## config.mk

```make
export PLATFORM = sky130hd
export DESIGN_NAME = clk_gate_ctrl
export DESIGN_NICKNAME = d
export VERILOG_FILES = /design/src/rtl/clk_gate_ctrl.sv
export SDC_FILE = /design/constraint.sdc
export NUM_CORES = 1
export LEC_CHECK = 0
export CAP_MARGIN = 20
export CORE_AREA = 2 2 39 41
export DETAILED_ROUTE_END_ITERATION = 6
export DIE_AREA = 0 0 41 43
export PLACE_DENSITY = 0.7
export SLEW_MARGIN = 15
export SYNTH_ARGS = -nofsm -noshare
export SYNTH_HDL_FRONTEND = slang
export SYNTH_SLANG_ARGS = --single-unit
```

## constraint.sdc

```tcl
create_clock -name clk_i -period 3.2 [get_ports clk_i]
set_clock_uncertainty 0.1 [all_clocks]
set_input_delay 0.64 -clock clk_i [delete_from_list [all_inputs] [get_ports clk_i]]
set_output_delay 0.64 -clock clk_i [all_outputs]
set_load 0.05 [all_outputs]
```

## src/rtl/clk_gate_ctrl.sv

```systemverilog
// clk_gate_ctrl: sequences a shared clock-gate enable with wake latency and idle hysteresis
module clk_gate_ctrl #(
  parameter int NUM_REQ     = 4,
  parameter int WAKE_CYCLES = 2,
  parameter int IDLE_CYCLES = 16
) (
  input  logic               clk_i,
  input  logic               rst_i,
  input  logic [NUM_REQ-1:0] req_i,
  input  logic               force_on_i,
  output logic [NUM_REQ-1:0] ack_o,
  output logic               ena_o,
  output logic [1:0]         state_o
);
  localparam int MAX_CNT = (WAKE_CYCLES > IDLE_CYCLES) ? WAKE_CYCLES : IDLE_CYCLES;
  localparam int CW = $clog2(MAX_CNT + 1);
  typedef enum logic [1:0] {OFF = 2'd0, WAKE = 2'd1, ON = 2'd2, IDLE = 2'd3} state_t;
  state_t r_state, w_state_nxt;
  logic [CW-1:0] r_cnt, w_cnt_nxt;
  logic [NUM_REQ-1:0] r_ack;
  logic r_ena;
  logic w_any_req;
  assign w_any_req = |req_i | force_on_i;
  always_comb begin
    w_state_nxt = r_state;
    w_cnt_nxt   = r_cnt;
    case (r_state)
      OFF: if (w_any_req) begin
        w_state_nxt = WAKE;
        w_cnt_nxt   = CW'(WAKE_CYCLES - 1);
      end
      WAKE: begin
        w_state_nxt = (r_cnt == '0) ? ON : WAKE;
        w_cnt_nxt   = (r_cnt == '0) ? r_cnt : r_cnt - 1'b1;
      end
      ON: if (!w_any_req) begin
        w_state_nxt = IDLE;
        w_cnt_nxt   = CW'(IDLE_CYCLES - 1);
      end
      IDLE: begin
        w_state_nxt = w_any_req ? ON : ((r_cnt == '0) ? OFF : IDLE);
        w_cnt_nxt   = (w_any_req || r_cnt == '0) ? r_cnt : r_cnt - 1'b1;
      end
      default: w_state_nxt = OFF;
    endcase
  end
  // Outputs are driven from the next state so ack/ena line up with the FSM edge.
  always_ff @(posedge clk_i) begin
    if (rst_i) begin
      r_state <= OFF;
      r_cnt   <= '0;
      r_ena   <= 1'b0;
      r_ack   <= '0;
    end else begin
      r_state <= w_state_nxt;
      r_cnt   <= w_cnt_nxt;
      r_ena   <= (w_state_nxt != OFF);
      r_ack   <= req_i & {NUM_REQ{w_state_nxt == ON}};
    end
  end
  assign ack_o   = r_ack;
  assign ena_o   = r_ena;
  assign state_o = r_state;
endmodule

```

* Yosys cells after proc, flatten, opt, wreduce, memory -nomap -nowiden
Cells that the tools add are included.
** Storage, ports and cells
- Bits of input ports :: 7
- Output and inout port bits :: 7
- Word-level logic and storage cells :: 32
- Register bits after elaboration :: 12
- Memories kept :: 0
- Latch bits :: 0
- Memory bits (read-only) :: 0
- Bits in writable memories :: 0
** Cells by class
- Muxes and demuxes :: 11
- Eq/ne operators :: 8
- Reductions and logical operators :: 6
- Bitwise gates (word level) :: 2
- $mul :: 0
- Shifts and indexed selects :: 0
- Add/subtract/negate cells :: 1
- Div/mod/pow operators :: 0
- Order comparisons :: 0
** Operators by type and width (count)
- $mux W5 :: 4
- $pmux W5 S4 :: 1
- $mux W2 :: 5
- $ne A2 B2 Y1 const B :: 4
- $pmux W2 S4 :: 1
- $eq A2 B2 Y1 const B :: 3
- $logic_not A5 Y1 :: 1
- $sub A5 B1 Y5 const B :: 1
- $and A4 B4 Y4 :: 1
- $reduce_and A4 Y1 :: 1
- $reduce_or A4 Y1 :: 1
- $eq A2 B1 Y1 const B :: 1
- $logic_not A2 Y1 :: 1
- $reduce_bool A2 Y1 :: 1
- $logic_or A1 B1 Y1 :: 1
- $or A1 B1 Y1 :: 1

* Depth between registers and ports, before layout
Gate-level depths: netlist (run 1).
- Depth in word-level cells :: 6
- Depth in mapped cells :: 7
- Mapped depth without buffers :: 6

* Least setup slack after synthesis (run 1)
No wires, ideal clock.
- Kind :: input port to flip-flop
- From :: input port req_i[3]
- To :: register r_cnt[2]
- Arrival :: 2023 ps
- Stages on the path :: 5
- Path slack :: 1007 ps
- Path through :: or3_4 -> o31a_1 -> buf_6 -> or4_1 -> a21oi_1
** Between the ends
- Longest elaborated chain between the ends :: 5
** RTL lines
- start, declared :: RTL line 9 : input logic [NUM_REQ-1:0] req_i,
- $reduce_or A4 Y1 (*) :: RTL line 23 : assign w_any_req = |req_i | force_on_i;
- $or A1 B1 Y1 (*) :: RTL line 23
- $logic_or A1 B1 Y1 :: RTL line 42 : w_cnt_nxt = (w_any_req || r_cnt == '0) ? r_cnt : r_cnt - 1'b1;
- $ne A2 B2 Y1 (no source line)
- $reduce_and A4 Y1 (no source line) (*)
- end signal, assigned :: RTL line 56 : r_cnt <= w_cnt_nxt;
- end, declared :: RTL line 19 : logic [CW-1:0] r_cnt, w_cnt_nxt;
Mark *: on every way between the ends. The rest lies on a longest branch, timed or not.
A chain may end at the register's enable or synchronous reset.

* Worst setup path in the final report (run 1)
Same ends and word-level chain as after synthesis.

==> metrics.csv, run 1 <==
stage;metric;value;unit
power;finalPower;788;uW
detailed_routing;vias_per_cell;5.44;
sta;max_freq;0.412;GHz
grt;antenna_found_initial;0;
sta;relSlewSlack;66.5;%
run_status;status;finished clean;
cts;hold_buffers;0;
detailed_routing;vias;511;
cells_and_area;diodes;0;
die;row_count;14;
critical_path;arrival;2.53;ns
yosys;syn-num-nets;71;
sta;finalCritPeriodShare;75.9;%
yosys;syn_area_per_cell;8.92;um^2
hold_path;min_path_type;reg -> reg;
grt;grt_use_total;15.4;%
die;die_area;0.00176;mm^2
critical_path;crit_type;in -> reg;
detailed_routing;dr.pass1.iters;4;
yosys;yosys_warnings;0;
power;p_sw_share;43.7;%
grt;grt_pass1_vias;484;
grt;grt_pass1_wl;1930;um
yosys;synth_cells;63;
cts;clockBufferDepth;2;
yosys;ys_types;30;
cts;numCtsBuffers;3;
hold_path;worstHoldPathCells;2;
die;dieWidth;41;um
sta;setup_viol;0;
cts;cts.sinks;12;
placed_design;hpwl;833;um
die;initial_core_util;40.6;%
grt;grt-ovfl-total;0;
power;power.share.clock;15.0;%
sta;period_minus_slack;2.43;ns
sta;setup_tns;0;ns
die;die_h;43;um
cts;htree_levels;1;
critical_path;start_kind;primary input;
detailed_routing;wl_per_cell;11.9;um
power;combPwrFrac;52.9;%
detailed_routing;postRouteAntennaNets;0;
power;p_per_area;1060;mW/mm^2
sta;finalMaxSlewViolations;0;
detailed_routing;drc_errors;0;
power;seqPwrFrac;32.1;%
cts;cts_resized;0;
die;coreArea;0.00138;mm^2
power;p_int;444;uW
yosys;synth_seq_cells;12;
cts;tritoncts;yes;
placed_design;io_buffers;13;
sta;hold_violations;0;
run;cap_violations;0;
yosys;syn_area;562;um^2
yosys;seq_area_frac_synth;42.8;%
critical_path;worstPathRequired;3.30;ns
sta;rsz0062_at_grt;no;
detailed_routing;drt_iter0_markers;6;
cts;post_cts_buffers;0;
placed_design;gp_congestion;0.766;
cts;clockRootBuffer;clkbuf_4;
grt;grt_max_degree;12;
cells_and_area;drive_above_1_share;11.5;%
cells_and_area;fillCellCount;133;
cts;clk_latency;0.27;ns
power;p_sw;344;uW
critical_path;critPathMaxFanout;10;
critical_path;end_kind;flop;
cells_and_area;synthToLayoutAreaGrowth;31.8;%
cells_and_area;final_net_count;87;
cts;path_clk_slew;0.08;ns
die;io_pins;14;
sta;tightest_slew;0.500;ns
power;leakagePower;0.285;nW
detailed_routing;routed_wl;1120;um
power;ir_drop;548;uV
critical_path;r2r_cells;7;
worst paths after layout:
path                                end             startpoint  slack (ns)
setup reg to reg  r_cnt[2]$_SDFFE_PP0P_  r_cnt[0]$_SDFFE_PP0P_        1.41
hold / removal    r_cnt[4]$_SDFFE_PP0P_  r_cnt[4]$_SDFFE_PP0P_        0.37
setup / recovery  r_cnt[2]$_SDFFE_PP0P_               req_i[3]        0.77
hold reg to reg   r_cnt[4]$_SDFFE_PP0P_  r_cnt[4]$_SDFFE_PP0P_        0.37
worst max-delay path: stages:
cell and delay (ns):
clkdlybuf4s50_1 0.42, or3_4 0.40, o31a_1 0.36, or4_1 0.56, a21oi_1 0.14
power groups by stage:
stage / logic, mW / registers (mW) / clock network, mW
after floorplan: 0.224 / 0.341 / 0
after global placement: 0.409 / 0.256 / 0
after detailed placement: 0.417 / 0.256 / 0
after CTS: 0.418 / 0.253 / 0.122
after global routing: 0.452 / 0.261 / 0.128
final: 0.417 / 0.253 / 0.118
cell usage in the layout (no fill, tap or decap), types with 2 or more instances in the layout:
master           count
clkdlybuf4s50_1     13
dfxtp_1             12
nor3_1               5
inv_1                4
a21oi_1              4
nor2_1               3
nand2b_1             3
and2_1               3
nor2b_1              3
clkbuf_4             3
o41ai_1              2
a31oi_1              2
or4_1                2
buf_4                2
metrics by stage:
step	cell area (um^2)	setup WS (ns)	instances	hold slack, ns	util, %
floorplan	562	1.01	63	0.341	-
global placement	704	0.536	90	0.357	50.9
detailed placement	704	0.505	90	0.368	50.9
CTS	741	0.769	94	0.379	53.5
global route	741	0.679	94	0.393	53.5
finish	741	0.771	94	0.375	53.5
cells in the mapped netlist:
| cell | number | share of area [%] |
|---|---|---|
| a2111o_1 | 1 | 2.0 |
| a211oi_1 | 1 | 1.3 |
| a21oi_1 | 4 | 3.6 |
| a31oi_1 | 2 | 2.2 |
| and2_1 | 3 | 3.3 |
| and2_2 | 1 | 1.3 |
| and3_1 | 1 | 1.1 |
| buf_1 | 1 | 0.67 |
| buf_6 | 1 | 2.0 |
| clkbuf_1 | 2 | 1.3 |
| dfxtp_1 | 12 | 43 |
| ha_1 | 1 | 2.2 |
| inv_1 | 4 | 2.7 |
| nand2_1 | 1 | 0.67 |
| nand2b_1 | 3 | 3.3 |
| nor2_1 | 3 | 2.0 |
| nor2b_1 | 3 | 3.3 |
| nor3_1 | 5 | 4.5 |
| nor4_1 | 1 | 1.1 |
| nor4b_1 | 1 | 1.6 |
| o21ai_0 | 1 | 0.89 |
| o21ba_2 | 1 | 1.8 |
| o21bai_1 | 1 | 1.3 |
| o22ai_1 | 1 | 1.1 |
| o31a_1 | 1 | 1.6 |
| o31ai_1 | 1 | 1.3 |
| o41ai_1 | 2 | 3.1 |
| or3_1 | 1 | 1.1 |
| or3_4 | 1 | 2.0 |
| or4_1 | 2 | 2.7 |
sequential cells by signal, indices dropped and copies added, names as in the netlist:
signal,count
ena_o,1
ack_o,4
r_cnt,5
state_o,2
per-layer routing:
metal  global-route usage (%)  vias to the layer above  part of all wire (%)  wire [um]
li1                         -                      258                     -          -
met5                        0                        -                     0          0
met4                     8.00                        0                   1.1         12
met2                     22.5                        4                    49        550
met3                     1.57                        2                   1.7         19
met1                     21.6                      247                    48        536
kinds of logic (layout without fill, tap and decap cells):
logic type	after synthesis	count (layout)	share of synthesized area, %
AND/OR/NAND/NOR	26	26	28.1
AO/OA/AOI/OAI	16	16	20.3
flip-flops	12	12	42.8
buffers and inverters	8	23	6.68
adder cells (fa/ha/maj)	1	1	2.23
layout make-up:
type,instances,area [um^2],area share (%)
Timing Repair Buffer,15,145,19.6
Clock buffer,4,36.3,4.90
Sequential cell,12,240,32.4
Multi-Input combinational cell,43,284,38.3
Inverter,4,15.0,2.03
Tap cell,16,20.0,2.70
Power figures use the tool's default switching activity.
==> run 2, diff against run 1 <==
Settings changed: CORE_AREA 2 2 39 41 to 2 2 41 43, DIE_AREA 0 0 41 43 to 0 0 43 45, PLACE_DENSITY 0.7 to 0.67.
Clock period 3.2 ns to 1.98 ns, I/O delays scaled along.
==> run 2 against run 1 <==
Against the previous run:
- largest power group unchanged
- non-clock buffer count rose by 5
- routed wire length rose by 8.3%
- sequential share of layout area fell by 1.8 points
- register-to-register slack got worse by 1.3 ns
- count of clock-buffer cells in the layout fell by 1
- final area rose by 6.4%
==> metrics.csv, run 2 (synthesis results as in run 1) <==
stage;metric;value;unit;change
run_status;status;finished clean;;
cells_and_area;largest_register_ffs;5;;unchanged
critical_path;start_kind;primary input;;
detailed_routing;postRouteAntennaNets;0;;unchanged
sta;setup_viol;0;;unchanged
grt;grt_max_degree;12;;unchanged
die;die_area;0.00194;mm^2;+9.8%
placed_design;io_buffers;13;;unchanged
critical_path;r2r_cells;7;;unchanged
cts;cts.sinks;12;;unchanged
power;p_per_area;1690;mW/mm^2;+59%
sta;max_freq;0.530;GHz;
cells_and_area;final_common_cell;dfxtp_1;;
sta;setup_tns;0;ns;unchanged
cells_and_area;final_cell_mix;dfxtp_1 (11), buf_4 (9), clkdlybuf4s50_1 (8);;
cells_and_area;synthToLayoutAreaGrowth;40.3;%;
power;finalPower;1.33;mW;+69%
critical_path;end_kind;flop;;
run;cap_violations;0;;unchanged
power;leakagePower;0.323;nW;+13%
power;ir_drop;786;uV;+43%
sta;fin_ws;0.0929;ns;-0.678 ns
die;coreArea;0.00147;mm^2;+6.3%
grt;grt_use_total;14.9;%;-0.49 points
critical_path;crit_slowest_cell;or3_4;;
sta;relSlewSlack;66.9;%;+0.35 points
critical_path;cp-endpoint;r_cnt[1]$_SDFFE_PP0P_;;
cells_and_area;final_net_count;92;;+5.7%
cells_and_area;diodes;0;;unchanged
cts;tritoncts;yes;;
die;initial_core_util;38.2;%;-2.4 points
placed_design;hpwl;863;um;+3.6%
cts;path_clk_slew;0.07;ns;about the same
grt;antenna_found_initial;0;;unchanged
cts;htree_levels;1;;unchanged
detailed_routing;drt_iter0_markers;6;;unchanged
grt;grt-ovfl-total;0;;unchanged
cells_and_area;drive_above_1_share;25.6;%;+14 points
cells_and_area;top_register;r_cnt;;
sta;finalCritPeriodShare;95.3;%;
hold_path;min_path_type;in -> reg;;
cts;numCtsBuffers;3;;unchanged
detailed_routing;wl_per_cell;12.4;um;+3.9%
die;die_h;45;um;+4.7%
grt;grt_pass1_wl;2080;um;+8.2%
cts;hold_buffers;0;;unchanged
sta;hold_violations;0;;unchanged
cells_and_area;post-route-cell-area;788;um^2;+6.4%
detailed_routing;dr.pass1.iters;4;;unchanged
detailed_routing;vias_per_cell;5.36;;-1.5%
cts;clockRootBuffer;clkbuf_4;;
critical_path;worstPathRequired;2.08;ns;-1.22 ns
die;io_pins;14;;unchanged
critical_path;r2r-end;r_cnt[0]$_SDFFE_PP0P_;;
critical_path;startpoint;req_i[2];;
cts;clockBufferDepth;2;;unchanged
sta;tightest_slew;0.495;ns;-0.00524 ns
cells_and_area;stdcell_count;98;;+4.3%
critical_path;crit_chain;dlygate4sd2_1 > or3_4 > o31a_1 > buf_4 > a2111o_1 > a21oi_1;;
grt;grt_pass1_vias;501;;+3.5%
placed_design;gp_congestion;0.783;;+2.2%
critical_path;crit_type;in -> reg;;
detailed_routing;drc_errors;0;;unchanged
critical_path;r2r_slack;0.15;ns;-1.26 ns
detailed_routing;routed_wl;1210;um;+8.3%
critical_path;critPathMaxFanout;6;;-4
placed_design;placed_cells;95;;+5.6%
critical_path;arrival;1.98;ns;-0.55 ns
critical_path;r2r-start;r_cnt[0]$_SDFFE_PP0P_;;
placed_design;placed_cell_area;738;um^2;+4.8%
cts;clk_latency;0.27;ns;about the same
placed_design;place_ws;-0.420;ns;-0.925 ns
sta;finalMaxSlewViolations;0;;unchanged
die;dieWidth;43;um;+4.9%
die;row_count;14;;unchanged
sta;rsz0062_at_grt;no;;
critical_path;max_stage_delay;0.38;ns;-0.18 ns
sta;period_minus_slack;1.89;ns;
detailed_routing;vias;525;;+2.7%
-- run 2: changes by cell type in the layout (fill, tap and decap cells not counted), moves of 2 or more --
cell,delta
dlygate4sd2_1,+3
buf_4,+7
o41ai_1,-2
o41ai_2,+2
clkdlybuf4s50_1,-5
-- run 2: final cells by class --
class	instances	area, um^2
clock buffer	3	22.5
sequential	12	241
timing repair buffer	20	174
multi-input combinational	43	315
inverter	4	15.0
fill	141	683
tap	16	20.0
-- run 2: critical path: cells and delay by family --
family                 cells  cell delay (ns)
AOI/OAI and AO/OA          3             0.81
buffers and inverters      2             0.39
and+or+nand+nor            1             0.38
-- run 2: worst min path at each step --
stage	from	endpoint	slack (ns)	cells past startpoint
after floorplan	r_cnt[4]$_SDFFE_PP0P_	r_cnt[4]$_SDFFE_PP0P_	0.34	2
after global placement	r_cnt[4]$_SDFFE_PP0P_	r_cnt[4]$_SDFFE_PP0P_	0.35	2
after detailed placement	r_cnt[4]$_SDFFE_PP0P_	r_cnt[4]$_SDFFE_PP0P_	0.37	2
after CTS	req_i[2]	ack_o[2]$_SDFF_PP0_	0.36	2
after global routing	req_i[2]	ack_o[2]$_SDFF_PP0_	0.38	2
final	req_i[2]	ack_o[2]$_SDFF_PP0_	0.37	2
-- run 2: power by group --
part	leakage, nW	total, mW	internal [mW]	switching (mW)
Combinational	0.210	0.770	0.338	0.432
Clock	0.0138	0.143	0.0704	0.0730
Sequential	0.0988	0.418	0.332	0.0860
-- run 2: stage by stage --
stage                     hold slack [ns]  util [%]
after detailed placement            0.368      50.2
after global placement              0.354      50.2
after floorplan                     0.341         -
after CTS                           0.363      53.1
after global routing                0.378      53.6
final                               0.372      53.6
-- run 2: layer usage --
metal	up-vias	routed length (um)	track usage, %
met3	4	35	3.20
met1	244	547	17.3
met5	-	0	0
li1	264	-	-
met2	13	597	22.7
met4	0	29	14.5
-- run 2: what timing repair did --
item / CTS / global route
resized for setup: 7 / 1
setup endpoints to repair: 6 / 4
pin swaps: 7 / 1
buffers inserted: 0 / 0
cloned: 0 / 0
